`src/rtl/cp0_regfile_pkg.sv`:
```
// Shared CP0 definitions: register numbers, decoder exception codes, ExcCode
// values and Status/Cause field positions used by the CP0 register file.
package cp0_regfile_pkg;

    localparam logic [4:0] CP0_BADVADDR = 5'd8;
    localparam logic [4:0] CP0_COUNT    = 5'd9;
    localparam logic [4:0] CP0_COMPARE  = 5'd11;
    localparam logic [4:0] CP0_STATUS   = 5'd12;
    localparam logic [4:0] CP0_CAUSE    = 5'd13;
    localparam logic [4:0] CP0_EPC      = 5'd14;

    // Exception types as delivered by the M-stage exception decoder.
    localparam logic [31:0] EXT_INT     = 32'h01;
    localparam logic [31:0] EXT_ADEL    = 32'h04;
    localparam logic [31:0] EXT_ADES    = 32'h05;
    localparam logic [31:0] EXT_SYSCALL = 32'h08;
    localparam logic [31:0] EXT_BREAK   = 32'h09;
    localparam logic [31:0] EXT_RI      = 32'h0a;
    localparam logic [31:0] EXT_OV      = 32'h0c;
    localparam logic [31:0] EXT_ERET    = 32'h0e;

    typedef enum logic [4:0] {
        EXCCODE_INT  = 5'h00,
        EXCCODE_ADEL = 5'h04,
        EXCCODE_ADES = 5'h05,
        EXCCODE_SYS  = 5'h08,
        EXCCODE_BP   = 5'h09,
        EXCCODE_RI   = 5'h0a,
        EXCCODE_OV   = 5'h0c
    } exccode_e;

    typedef enum logic [1:0] {
        EXC_NONE,
        EXC_TAKE,
        EXC_RETURN
    } exc_kind_e;

    localparam int STATUS_IE     = 0;
    localparam int STATUS_EXL    = 1;
    localparam int STATUS_IM_LO  = 8;
    localparam int STATUS_IM_HI  = 15;
    localparam int CAUSE_EXC_LO  = 2;
    localparam int CAUSE_EXC_HI  = 6;
    localparam int CAUSE_IP_LO   = 8;
    localparam int CAUSE_IP_HI   = 15;
    localparam int CAUSE_TI      = 30;
    localparam int CAUSE_BD      = 31;

    localparam logic [31:0] STATUS_WMASK = 32'h0000_FF03;
    localparam logic [31:0] CAUSE_WMASK  = 32'h0000_0300;

    function automatic logic [31:0] merge_masked(input logic [31:0] old_val,
                                                 input logic [31:0] new_val,
                                                 input logic [31:0] mask);
        return (old_val & ~mask) | (new_val & mask);
    endfunction

endpackage

```
`src/rtl/cp0_timer.sv`:
```
// Count/Compare timer: prescaled Count, Compare match detection and a sticky
// timer interrupt that only an MTC0 to Compare clears.
module cp0_timer #(
    parameter int COUNT_DIV = 2
) (
    input  logic        clk,
    input  logic        rst,
    input  logic        count_we_i,
    input  logic        compare_we_i,
    input  logic [31:0] wdata_i,
    output logic [31:0] count_o,
    output logic [31:0] compare_o,
    output logic        timer_int_o
);
    localparam int DIV_W = (COUNT_DIV > 1) ? $clog2(COUNT_DIV) : 1;
    localparam logic [DIV_W-1:0] DIV_LAST = DIV_W'(COUNT_DIV - 1);

    logic [DIV_W-1:0] div_q, div_d;
    logic [31:0]      count_q, count_d;
    logic [31:0]      compare_q, compare_d;
    logic             timer_int_q, timer_int_d;
    logic             tick;
    logic             match;

    assign tick  = (div_q == DIV_LAST);
    assign match = (compare_q != 32'd0) && (count_q == compare_q);

    always_comb begin
        div_d       = tick ? '0 : div_q + DIV_W'(1);
        count_d     = count_q;
        compare_d   = compare_q;
        timer_int_d = timer_int_q | match;
        // A software Count write replaces the increment but leaves the phase alone.
        if (count_we_i) begin
            count_d = wdata_i;
        end else if (tick) begin
            count_d = count_q + 32'd1;
        end
        if (compare_we_i) begin
            compare_d   = wdata_i;
            timer_int_d = 1'b0;
        end
    end

    always_ff @(posedge clk) begin
        if (rst) begin
            div_q       <= '0;
            count_q     <= '0;
            compare_q   <= '0;
            timer_int_q <= 1'b0;
        end else begin
            div_q       <= div_d;
            count_q     <= count_d;
            compare_q   <= compare_d;
            timer_int_q <= timer_int_d;
        end
    end

    assign count_o     = count_q;
    assign compare_o   = compare_q;
    assign timer_int_o = timer_int_q;

endmodule

```
`src/rtl/cp0_regfile.sv`:
```
// Coprocessor-0 register file: MTC0/MFC0 access, exception/ERET commit of
// Status/Cause/EPC/BadVAddr, and the Count/Compare timer.
module cp0_regfile
    import cp0_regfile_pkg::*;
#(
    parameter logic [31:0] STATUS_RST = 32'h0040_0000,
    parameter int          COUNT_DIV  = 2
) (
    input  logic        clk,
    input  logic        rst,
    input  logic        we,
    input  logic [4:0]  waddr,
    input  logic [31:0] wdata,
    input  logic [4:0]  raddr,
    output logic [31:0] rdata,
    input  logic [5:0]  ext_int,
    input  logic [31:0] except_type,
    input  logic [31:0] except_pc,
    input  logic        in_delayslot,
    input  logic [31:0] bad_addr,
    output logic [31:0] status_o,
    output logic [31:0] cause_o,
    output logic [31:0] epc_o,
    output logic [31:0] count_o,
    output logic [31:0] compare_o,
    output logic [31:0] badvaddr_o,
    output logic        timer_int
);
    logic [31:0] status_q, status_d;
    logic [31:0] cause_q, cause_d;
    logic [31:0] epc_q, epc_d;
    logic [31:0] badvaddr_q, badvaddr_d;
    exc_kind_e   exc_kind;
    exccode_e    exc_code;
    logic        exc_badaddr;
    logic        mtc0_en;
    logic        bypass;

    always_comb begin
        exc_kind    = EXC_NONE;
        exc_code    = EXCCODE_INT;
        exc_badaddr = 1'b0;
        case (except_type)
            EXT_INT:     begin exc_kind = EXC_TAKE; exc_code = EXCCODE_INT;  end
            EXT_ADEL:    begin exc_kind = EXC_TAKE; exc_code = EXCCODE_ADEL; exc_badaddr = 1'b1; end
            EXT_ADES:    begin exc_kind = EXC_TAKE; exc_code = EXCCODE_ADES; exc_badaddr = 1'b1; end
            EXT_SYSCALL: begin exc_kind = EXC_TAKE; exc_code = EXCCODE_SYS;  end
            EXT_BREAK:   begin exc_kind = EXC_TAKE; exc_code = EXCCODE_BP;   end
            EXT_RI:      begin exc_kind = EXC_TAKE; exc_code = EXCCODE_RI;   end
            EXT_OV:      begin exc_kind = EXC_TAKE; exc_code = EXCCODE_OV;   end
            EXT_ERET:    exc_kind = EXC_RETURN;
            default:     exc_kind = EXC_NONE;
        endcase
    end

    // Unrecognised codes behave as no exception, so the MTC0 still lands.
    assign mtc0_en = we && (exc_kind == EXC_NONE);

    cp0_timer #(
        .COUNT_DIV (COUNT_DIV)
    ) u_timer (
        .clk          (clk),
        .rst          (rst),
        .count_we_i   (mtc0_en && (waddr == CP0_COUNT)),
        .compare_we_i (mtc0_en && (waddr == CP0_COMPARE)),
        .wdata_i      (wdata),
        .count_o      (count_o),
        .compare_o    (compare_o),
        .timer_int_o  (timer_int)
    );

    always_comb begin
        status_d   = status_q;
        cause_d    = cause_q;
        epc_d      = epc_q;
        badvaddr_d = badvaddr_q;
        cause_d[CAUSE_IP_HI:CAUSE_IP_HI-5] = {ext_int[5] | timer_int, ext_int[4:0]};
        cause_d[CAUSE_TI]                  = timer_int;
        if (mtc0_en) begin
            case (waddr)
                CP0_STATUS: status_d = merge_masked(status_q, wdata, STATUS_WMASK);
                CP0_CAUSE:  cause_d[CAUSE_IP_LO+1:CAUSE_IP_LO] = wdata[CAUSE_IP_LO+1:CAUSE_IP_LO];
                CP0_EPC:    epc_d = wdata;
                default:    ;
            endcase
        end
        case (exc_kind)
            EXC_TAKE: begin
                // A nested exception keeps the original return point.
                if (!status_q[STATUS_EXL]) begin
                    epc_d             = in_delayslot ? except_pc - 32'd4 : except_pc;
                    cause_d[CAUSE_BD] = in_delayslot;
                end
                cause_d[CAUSE_EXC_HI:CAUSE_EXC_LO] = exc_code;
                status_d[STATUS_EXL]               = 1'b1;
                if (exc_badaddr) begin
                    badvaddr_d = bad_addr;
                end
            end
            EXC_RETURN: status_d[STATUS_EXL] = 1'b0;
            default:    ;
        endcase
    end

    always_ff @(posedge clk) begin
        if (rst) begin
            status_q   <= STATUS_RST;
            cause_q    <= '0;
            epc_q      <= '0;
            badvaddr_q <= '0;
        end else begin
            status_q   <= status_d;
            cause_q    <= cause_d;
            epc_q      <= epc_d;
            badvaddr_q <= badvaddr_d;
        end
    end

    // Bypass shows the masked MTC0 value only; exception updates are not forwarded.
    assign bypass = we && (waddr == raddr);

    always_comb begin
        rdata = '0;
        case (raddr)
            CP0_BADVADDR: rdata = badvaddr_q;
            CP0_COUNT:    rdata = bypass ? wdata : count_o;
            CP0_COMPARE:  rdata = bypass ? wdata : compare_o;
            CP0_STATUS:   rdata = bypass ? merge_masked(status_q, wdata, STATUS_WMASK) : status_q;
            CP0_CAUSE:    rdata = bypass ? merge_masked(cause_q, wdata, CAUSE_WMASK) : cause_q;
            CP0_EPC:      rdata = bypass ? wdata : epc_q;
            default:      rdata = '0;
        endcase
    end

    assign status_o   = status_q;
    assign cause_o    = cause_q;
    assign epc_o      = epc_q;
    assign badvaddr_o = badvaddr_q;

endmodule

```
`config.mk`:
```
export PLATFORM = sky130hd
export DESIGN_NAME = cp0_regfile
export DESIGN_NICKNAME = d
export VERILOG_FILES = /design/src/rtl/cp0_regfile_pkg.sv /design/src/rtl/cp0_timer.sv /design/src/rtl/cp0_regfile.sv
export SDC_FILE = /design/constraint.sdc
export NUM_CORES = 1
export LEC_CHECK = 0
export CORE_AREA = 2 2 146 148
export DETAILED_ROUTE_END_ITERATION = 8
export DIE_AREA = 0 0 148 150
export GPL_ROUTABILITY_DRIVEN = 0
export PLACE_DENSITY = 0.78
export SLEW_MARGIN = 20
export SYNTH_ARGS = -nofsm -noshare
export SYNTH_HDL_FRONTEND = slang
export SYNTH_SLANG_ARGS = --single-unit
export TNS_END_PERCENT = 100
```
`constraint.sdc`:
```
create_clock -name clk -period 9.3 [get_ports clk]
set_input_delay 1.395 -clock clk [delete_from_list [all_inputs] [get_ports clk]]
set_output_delay 1.395 -clock clk [all_outputs]
set_load 0.02 [all_outputs]
```
==> metrics.log, run 1 <==
[metrics] # diodes: 0
[metrics] clk sinks: 154
[metrics] hold slack final: 0.495 ns
[metrics] die extent in x: 148 microns
[metrics] Cell Count Post-Placement: 1,638
[metrics] post-CTS setup buffer count: 0
[metrics] power spent charging and discharging nets: 0.000406 W
[metrics] grt ovf: 0
[metrics] detailed placer's ending HPWL: 27,300 microns
[metrics] Primary FF master, synth: dfxtp_1
[metrics] relative contribution of the clock network to total power: 0.452
[metrics] mean cell area of the mapped netlist: 8.17 sq um
[metrics] final standard cell count with taps included and fillers excluded: 1,670
[metrics] antenna violations before repair: 1
[metrics] delay contributed by the slowest stage of the critical path: 0.76 ns
[metrics] buffers added on ports: 332
[metrics] layout cells sized above 1: 0.0480
[metrics] share of flip-flops with an asynchronous set or reset after synthesis: 0
[metrics] setup tns final: 0 ns
[metrics] met3 Use GR: 0.0765
[metrics] number of gates resized after CTS: 0
[metrics] cts hold-fix bufs: 0
[metrics] count of yosys warnings during synthesis: 0
[metrics] largest net degree at the start of global routing: 85
[metrics] critical path endpoint category: primary output
[metrics] sequential fraction of design power: 0.425
[metrics] register area: 3080 sq um
[metrics] transition time of the tightest slew-check pin: 1.07 ns
[metrics] arrival time worst endpoint: 4.66 ns
[metrics] commonest cells after routing, fill and taps aside: 331 x clkdlybuf4s50_1, 154 x dfxtp_1, 126 x nor2_1, 119 x nand2_1, 81 x a211oi_1
[metrics] die boundary height: 150 microns
[metrics] portion of the post-synthesis area used by sequential elements: 0.344
[metrics] met1 Resource Use GR: 0.388
[metrics] number of buffers inserted during clock tree synthesis: 17
[metrics] count of flip-flops with a built-in enable after synthesis: 0
[metrics] multi-input gate area in the final layout: 5440 sq um
[metrics] number of setup violations in the final report: 0
[metrics] post-synthesis cell type count: 53
[metrics] startpoint of the tightest hold check path: cause_o[3]$_SDFFE_PP0N_
[metrics] Initial Utilization: 0.433
[metrics] total wirelength of the detailed-routed design: 36,300 microns
[metrics] Combinational Power Share: 0.123
[metrics] class of the worst hold path: reg2reg
[metrics] internal power contribution: 0.00119 W
[metrics] relative max-transition margin: 0.282
[metrics] cell occurring most often along the worst timing path: clkdlybuf4s50_1
[metrics] number of cells on the worst reg-to-reg path: 5
[metrics] area of the die: 22,200 sq um
[metrics] Pre-Repair DR Iteration Count: 6
[metrics] outcome: complete, no violations
[metrics] clock latency of the later-clocked register in the worst-skew pair: 0.43 ns
[metrics] maximum count of clock buffers along a single path: 2
[metrics] H-tree depth: 4
[metrics] Core Region: 20,700 sq um
[metrics] CP Max Fanout: 17
[metrics] wire length of the first global-routing pass: 53,200 microns
[metrics] WHS Endpoint: cause_o[3]$_SDFFE_PP0N_
[metrics] clk slew on worst S/H paths: 0.06 ns
[metrics] antenna-violating nets left: 0
[metrics] number of pins exceeding their max-slew limit in the final report: 0
[metrics] MaxCap Viol Count: 0
[metrics] ordered list of cells on the worst path: clkdlybuf4s50_1 -> nand4bb_1 -> nor3_2 -> buf_4 -> a221o_1 -> clkdlybuf4s50_1
[metrics] busiest layer in global routing: met2
[metrics] ratio of final minimum period to clock period: 0.651
[metrics] minimum setup slack among reg-to-reg paths: 6.82 ns
[metrics] # fillers: 1,821
[metrics] Worst R2R Start: u_timer.count_o[12]$_SDFFE_PP0P_
[metrics] area growth from synthesis to final layout: 44.7%
[metrics] number of nets in the layout: 1,535
[metrics] core utilization of the finished layout: 0.627
[metrics] TritonCTS clock tree: built
[metrics] met2 layer usage reported by global route: 0.516
[metrics] power per cell area: 123 nW/um^2
[metrics] minimum clock period: 6.06 ns
[metrics] Vias: 9,719
[metrics] setup repair after global routing missed its margin: no
[metrics] average detailed-routed wire length per instance: 21.7 microns
[metrics] number of global-route vias before repair: 8,972
[metrics] commonest non-fill, non-tap cell in the layout: clkdlybuf4s50_1
[metrics] most area-hungry cell type in the Yosys netlist: dfxtp_1
[metrics] top-level port count: 373
[metrics] kind of launch point of the worst setup path: primary input
[metrics] DRC marker count from the first detailed-route iteration: 809
[metrics] peak ir drop on the vdd network: 0.0000913 V
[metrics] clk root buf: clkbuf_16
[metrics] number of vias per cell: 5.82
[metrics] residual DRC count: 0
[metrics] cell area after technology mapping: 8960 sq um
[metrics] number of standard-cell rows in the floorplan: 53
[metrics] total leakage power: 4.53 nW
[metrics] biggest area contributors in the synthesized netlist: dfxtp_1 34%, mux2i_1 7.6%, a211oi_1 6.8%
[metrics] Final Hold Fails: 0
[metrics] Worst Path Required: 7.91 ns
[metrics] critical path class: in2out
[metrics] Peak Freq: 165 MHz
[metrics] post-route clock skew: 0.00534 ns
[metrics] flip-flop and latch count after synthesis: 154
[metrics] switching share of power: 0.254
[metrics] capture point of the worst reg-to-reg path: u_timer.count_o[31]$_SDFFE_PP0P_
[metrics] Overall Global Routing Usage: 0.312
[metrics] number of cells on the worst hold path: 2
[metrics] cells after synthesis: 1,097
[metrics] slowest cell on the critical path: clkdlybuf4s50_1
[metrics] share of the synthesized area in the top cell type: 0.344
[area by class of cell]
cell class              count  area share
multi-input cells         851       0.420
repair buffers            350       0.267
flip-flops and latches    154       0.238
clock buffers              20      0.0345
well taps                 275      0.0265
clock inverters            12      0.0125
inverters                   8     0.00232
[cells in the mapped netlist, types with 23 or more instances]
cell	n
clkbuf_1	73
a221o_1	23
a22oi_1	34
xor2_1	61
nand2_1	119
nor4_1	36
dfxtp_1	154
xnor2_1	37
buf_4	40
nor2b_1	24
mux2i_1	68
nor2_1	129
a21oi_1	41
a211oi_1	81
[kinds of logic (layout without fill, tap and decap cells)]
logic type                 after synthesis  count (layout)  synth area share
and+or+nand+nor                        406             406             0.217
AOI/OAI and AO/OA                      233             233             0.186
DFF                                    154             154             0.344
buffers and inverters                  130             390            0.0722
xor gates and xnor gates                98              98            0.0958
muxes                                   69              69            0.0772
adders and majority gates                5               5           0.00698
other                                    2              40          0.000838
[per-layer routing]
metal,share of wire,routed length [microns],up-vias
li1,-,-,4446
met1,0.39,14300,4613
met2,0.47,16900,559
met3,0.10,3670,101
met4,0.039,1410,0
met5,0,0,-
[sequential cells by signal, indices dropped and copies added (netlist names)]
name and cells:
cause_o 14, badvaddr_o 32, epc_o 32, u_timer.compare_o 32, u_timer.timer_int_o 1, u_timer.div_q 1, status_o 10, u_timer.count_o 32
[worst max-delay path: cells and delay by family]
| kind | cells | cell delay (ns) |
|---|---|---|
| AOI/OAI and AO/OA | 1 | 0.18 |
| buffers and inverters | 3 | 1.79 |
| and+or+nand+nor | 2 | 1.29 |
[through the flow]
step / power [W] / cell area [sq um] / setup WS [ns]
2_1_floorplan: 0.000783 / 9100 / 4.85
3_3_place_gp: 0.000885 / 12300 / 3.15
3_5_place_dp: 0.000888 / 12300 / 3.35
4_1_cts: 0.00160 / 13000 / 3.32
5_1_grt: 0.00165 / 13000 / 3.15
6_report: 0.00160 / 13000 / 3.24
[power by group through the flow]
| stage | clock, W | combinational, W | sequential [W] |
|---|---|---|---|
| CTS | 0.000730 | 0.000195 | 0.000679 |
| detailed placement | 0 | 0.000194 | 0.000694 |
| floorplan | 0 | 0.0000854 | 0.000698 |
| global placement | 0 | 0.000192 | 0.000694 |
| finish | 0.000724 | 0.000197 | 0.000680 |
| global route | 0.000764 | 0.000207 | 0.000680 |
[worst max path at each step]
stage	start	endpoint	depth (start not counted)
after floorplan	raddr[1]	rdata[10]	6
after global placement	raddr[1]	rdata[16]	9
after detailed placement	raddr[0]	rdata[17]	6
after CTS	raddr[0]	rdata[17]	6
after global routing	raddr[0]	rdata[18]	6
final	raddr[0]	rdata[2]	6
(Power assumes the default switching activity.)
==> run 2, diff against run 1 <==
--- a/config.mk
+++ b/config.mk
@@ -5,11 +5,11 @@
 export SDC_FILE = /design/constraint.sdc
 export NUM_CORES = 1
 export LEC_CHECK = 0
-export CORE_AREA = 2 2 146 148
+export CORE_MARGIN = 2
+export CORE_UTILIZATION = 40
 export DETAILED_ROUTE_END_ITERATION = 8
-export DIE_AREA = 0 0 148 150
 export GPL_ROUTABILITY_DRIVEN = 0
-export PLACE_DENSITY = 0.78
+export PLACE_DENSITY = 0.76
 export SLEW_MARGIN = 20
 export SYNTH_ARGS = -nofsm -noshare
 export SYNTH_HDL_FRONTEND = slang
==> constraint.sdc (replaced) <==
create_clock -name clk -period 5.17 [get_ports clk]
set_input_delay 0.7755 -clock clk [delete_from_list [all_inputs] [get_ports clk]]
set_output_delay 0.7755 -clock clk [all_outputs]
set_load 0.02 [all_outputs]
==> run 2 against run 1 <==
Power up 87%. Cell count up 0.66%. Combinational power up 80%. Largest cell class unchanged. Largest power group unchanged.
==> metrics.log, run 2 (synthesis results as in run 1) <==
[metrics] area growth from synthesis to final layout: 45.6%
[metrics] post-CTS setup buffer count: 0 (unchanged)
[metrics] core utilization of the finished layout: 0.596 (-0.0306)
[metrics] grt ovf: 0 (unchanged)
[metrics] delay-heaviest family, CP: buffers and inverters
[metrics] class of the worst hold path: reg2reg
[metrics] clk sinks: 154 (unchanged)
[metrics] number of gates resized after CTS: 0 (unchanged)
[metrics] buffers added on ports: 332 (unchanged)
[metrics] power per cell area: 229 nW/um^2 (+86%)
[metrics] minimum setup slack among reg-to-reg paths: 2.69 ns (-4.13 ns)
[metrics] number of cells on the worst reg-to-reg path: 5 (unchanged)
[metrics] number of standard-cell rows in the floorplan: 54 (+1.9%)
[metrics] critical path endpoint category: primary output
[metrics] antenna violations before repair: 0 (-1)
[metrics] total leakage power: 4.58 nW (+0.95%)
[metrics] # diodes: 0 (unchanged)
[metrics] residual DRC count: 0 (unchanged)
[metrics] setup tns final: 0 ns (unchanged)
[metrics] Overall Global Routing Usage: 0.300 (-0.0120)
[metrics] ordered list of cells on the worst path: clkdlybuf4s50_1 -> xnor2_1 -> nand4_1 -> nor2_2 -> buf_4 -> o21ai_0 -> a221o_1 -> clkdlybuf4s50_1
[metrics] die extent in x: 154 microns (+3.8%)
[metrics] clock latency of the later-clocked register in the worst-skew pair: 0.43 ns (about the same)
[metrics] post-route clock skew: 0.00943 ns (+0.00409 ns)
[metrics] commonest cells after routing, fill and taps aside: 330 x clkdlybuf4s50_1, 154 x dfxtp_1, 126 x nor2_1, 119 x nand2_1, 81 x a211oi_1
[metrics] count of cell instances traversed by the critical path: 8 (+2)
[metrics] number of setup violations in the final report: 0 (unchanged)
[metrics] slowest cell on the critical path: clkdlybuf4s50_1
[metrics] wire length of the first global-routing pass: 55,200 microns (+3.8%)
[metrics] Final Hold Fails: 0 (unchanged)
[metrics] top-level port count: 373 (unchanged)
[metrics] minimum clock period: 4.37 ns
[metrics] CP Max Fanout: 34 (+17)
[metrics] Peak Freq: 229 MHz
[metrics] number of buffers inserted during clock tree synthesis: 17 (unchanged)
[metrics] cts hold-fix bufs: 0 (unchanged)
[metrics] Initial Utilization: 0.409 (-0.0238)
[metrics] critical path class: in2out
[metrics] number of vias per cell: 5.72 (-1.7%)
[metrics] multi-input gate area in the final layout: 5440 sq um (-0.12%)
[metrics] die boundary height: 154 microns (+2.5%)
[metrics] MaxCap Viol Count: 0 (unchanged)
[metrics] total wirelength of the detailed-routed design: 36,900 microns (+1.7%)
[metrics] Core Region: 21,900 sq um (+5.8%)
[metrics] TritonCTS clock tree: built
[metrics] H-tree depth: 4 (unchanged)
[metrics] outcome: complete, no violations
[metrics] total power: 0.00299 W (+87%)
[metrics] relative max-transition margin: 0.285 (+0.00293)
[metrics] Vias: 9,619 (-1.0%)
[metrics] number of global-route vias before repair: 9,145 (+1.9%)
[metrics] Pre-Repair DR Iteration Count: 6 (unchanged)
[metrics] transition time of the tightest slew-check pin: 1.06 ns (-0.00898 ns)
[metrics] ratio of final minimum period to clock period: 0.845
[metrics] cell occurring most often along the worst timing path: clkdlybuf4s50_1
[metrics] peak ir drop on the vdd network: 0.000166 V (+82%)
[metrics] area of the die: 23,600 sq um (+6.4%)
[metrics] Worst R2R Start: u_timer.count_o[12]$_SDFFE_PP0P_
[metrics] detailed placer's ending HPWL: 27,700 microns (+1.3%)
[metrics] origin of the worst setup path: raddr[0]
[metrics] delay contributed by the slowest stage of the critical path: 0.74 ns (-0.02 ns)
[metrics] antenna-violating nets left: 0 (unchanged)
[metrics] register area: 3080 sq um (unchanged)
[metrics] clk root buf: clkbuf_16
[metrics] clk slew on worst S/H paths: 0.07 ns (about the same)
[metrics] capture point of the critical path: rdata[17]
[metrics] kind of launch point of the worst setup path: primary input
[metrics] layout cells sized above 1: 0.0528 (+0.00479)
[metrics] DRC marker count from the first detailed-route iteration: 995 (+23%)
[metrics] average detailed-routed wire length per instance: 22.0 microns (+1.0%)
[metrics] maximum count of clock buffers along a single path: 2 (unchanged)
[metrics] largest net degree at the start of global routing: 92 (+8.2%)
[metrics] # fillers: 1,949 (+7.0%)
[metrics] arrival time worst endpoint: 3.59 ns (-1.07 ns)
[metrics] commonest non-fill, non-tap cell in the layout: clkdlybuf4s50_1
[metrics] Buf/Inv on CP: 3 (unchanged)
[metrics] capture point of the worst reg-to-reg path: u_timer.count_o[26]$_SDFFE_PP0P_
[metrics] number of nets in the layout: 1,541 (+0.39%)
[metrics] number of pins exceeding their max-slew limit in the final report: 0 (unchanged)
[metrics] Worst Path Required: 4.39 ns (-3.52 ns)
[metrics] setup repair after global routing missed its margin: no
==> run 2: cell count changes in the layout (fill, tap and decap cells not counted), sizes merged <==
| cell | previous run | this run |
|---|---|---|
| buf | 19 | 26 |
| bufinv | 3 | 5 |
| clkbuf | 20 | 19 |
| clkdlybuf4s50 | 331 | 330 |
| clkinv | 4 | 3 |
| clkinvlp | 2 | 3 |
| inv | 11 | 10 |
==> run 2: power breakdown <==
group	switching [W]	leakage [nW]	internal, W
Combinational	0.000185	3.03	0.000170
Sequential	0.0000223	1.24	0.00120
Clock	0.000547	0.305	0.000864
==> run 2: layer usage <==
metal | track usage | up-vias | wire [microns]
met5 | 0 | - | 0
met4 | 0.121 | 0 | 1440
met3 | 0.0722 | 88 | 3540
met2 | 0.486 | 563 | 17100
met1 | 0.385 | 4509 | 14800
li1 | - | 4459 | -
==> run 2: stage by stage <==
| step | cells | setup WS (ns) | cell area [sq um] | hold WS, ns |
|---|---|---|---|---|
| after floorplan | 1135 | 1.55 | 9100 | 0.541 |
| after global placement | 1649 | 0.855 | 12400 | 0.466 |
| after detailed placement | 1649 | 0.765 | 12400 | 0.476 |
| after CTS | 1681 | 0.847 | 13000 | 0.485 |
| after global routing | 1681 | 0.652 | 13000 | 0.496 |
| final | 1681 | 0.803 | 13000 | 0.483 |
==> run 2: final cells by class <==
class                           instances  share of cell area
Clock buffer                           19              0.0332
Inverter                                8             0.00230
Tap cell                              280              0.0269
Multi-Input combinational cell        851               0.417
Sequential cell                       154               0.236
Clock inverter                         13              0.0166
Timing Repair Buffer                  356               0.268
==> run 2: tightest hold or removal path: cells and delay by family, from the launching register on <==
kind            cells  cell delay [ns]
simple gates        1             0.06
flops               1             0.33
compound gates      1             0.05
==> run 2: how the worst min path moves through the flow <==
stage | from | to | slack, ns | depth (start not counted)
2_1_floorplan | u_timer.div_q$_SDFF_PP0_ | u_timer.div_q$_SDFF_PP0_ | 0.54 | 2
3_3_place_gp | cause_o[9]$_SDFFE_PP0P_ | cause_o[9]$_SDFFE_PP0P_ | 0.47 | 2
3_5_place_dp | cause_o[9]$_SDFFE_PP0P_ | cause_o[9]$_SDFFE_PP0P_ | 0.48 | 2
4_1_cts | cause_o[9]$_SDFFE_PP0P_ | cause_o[9]$_SDFFE_PP0P_ | 0.48 | 2
5_1_grt | cause_o[8]$_SDFFE_PP0P_ | cause_o[8]$_SDFFE_PP0P_ | 0.50 | 2
6_report | cause_o[9]$_SDFFE_PP0P_ | cause_o[9]$_SDFFE_PP0P_ | 0.48 | 2
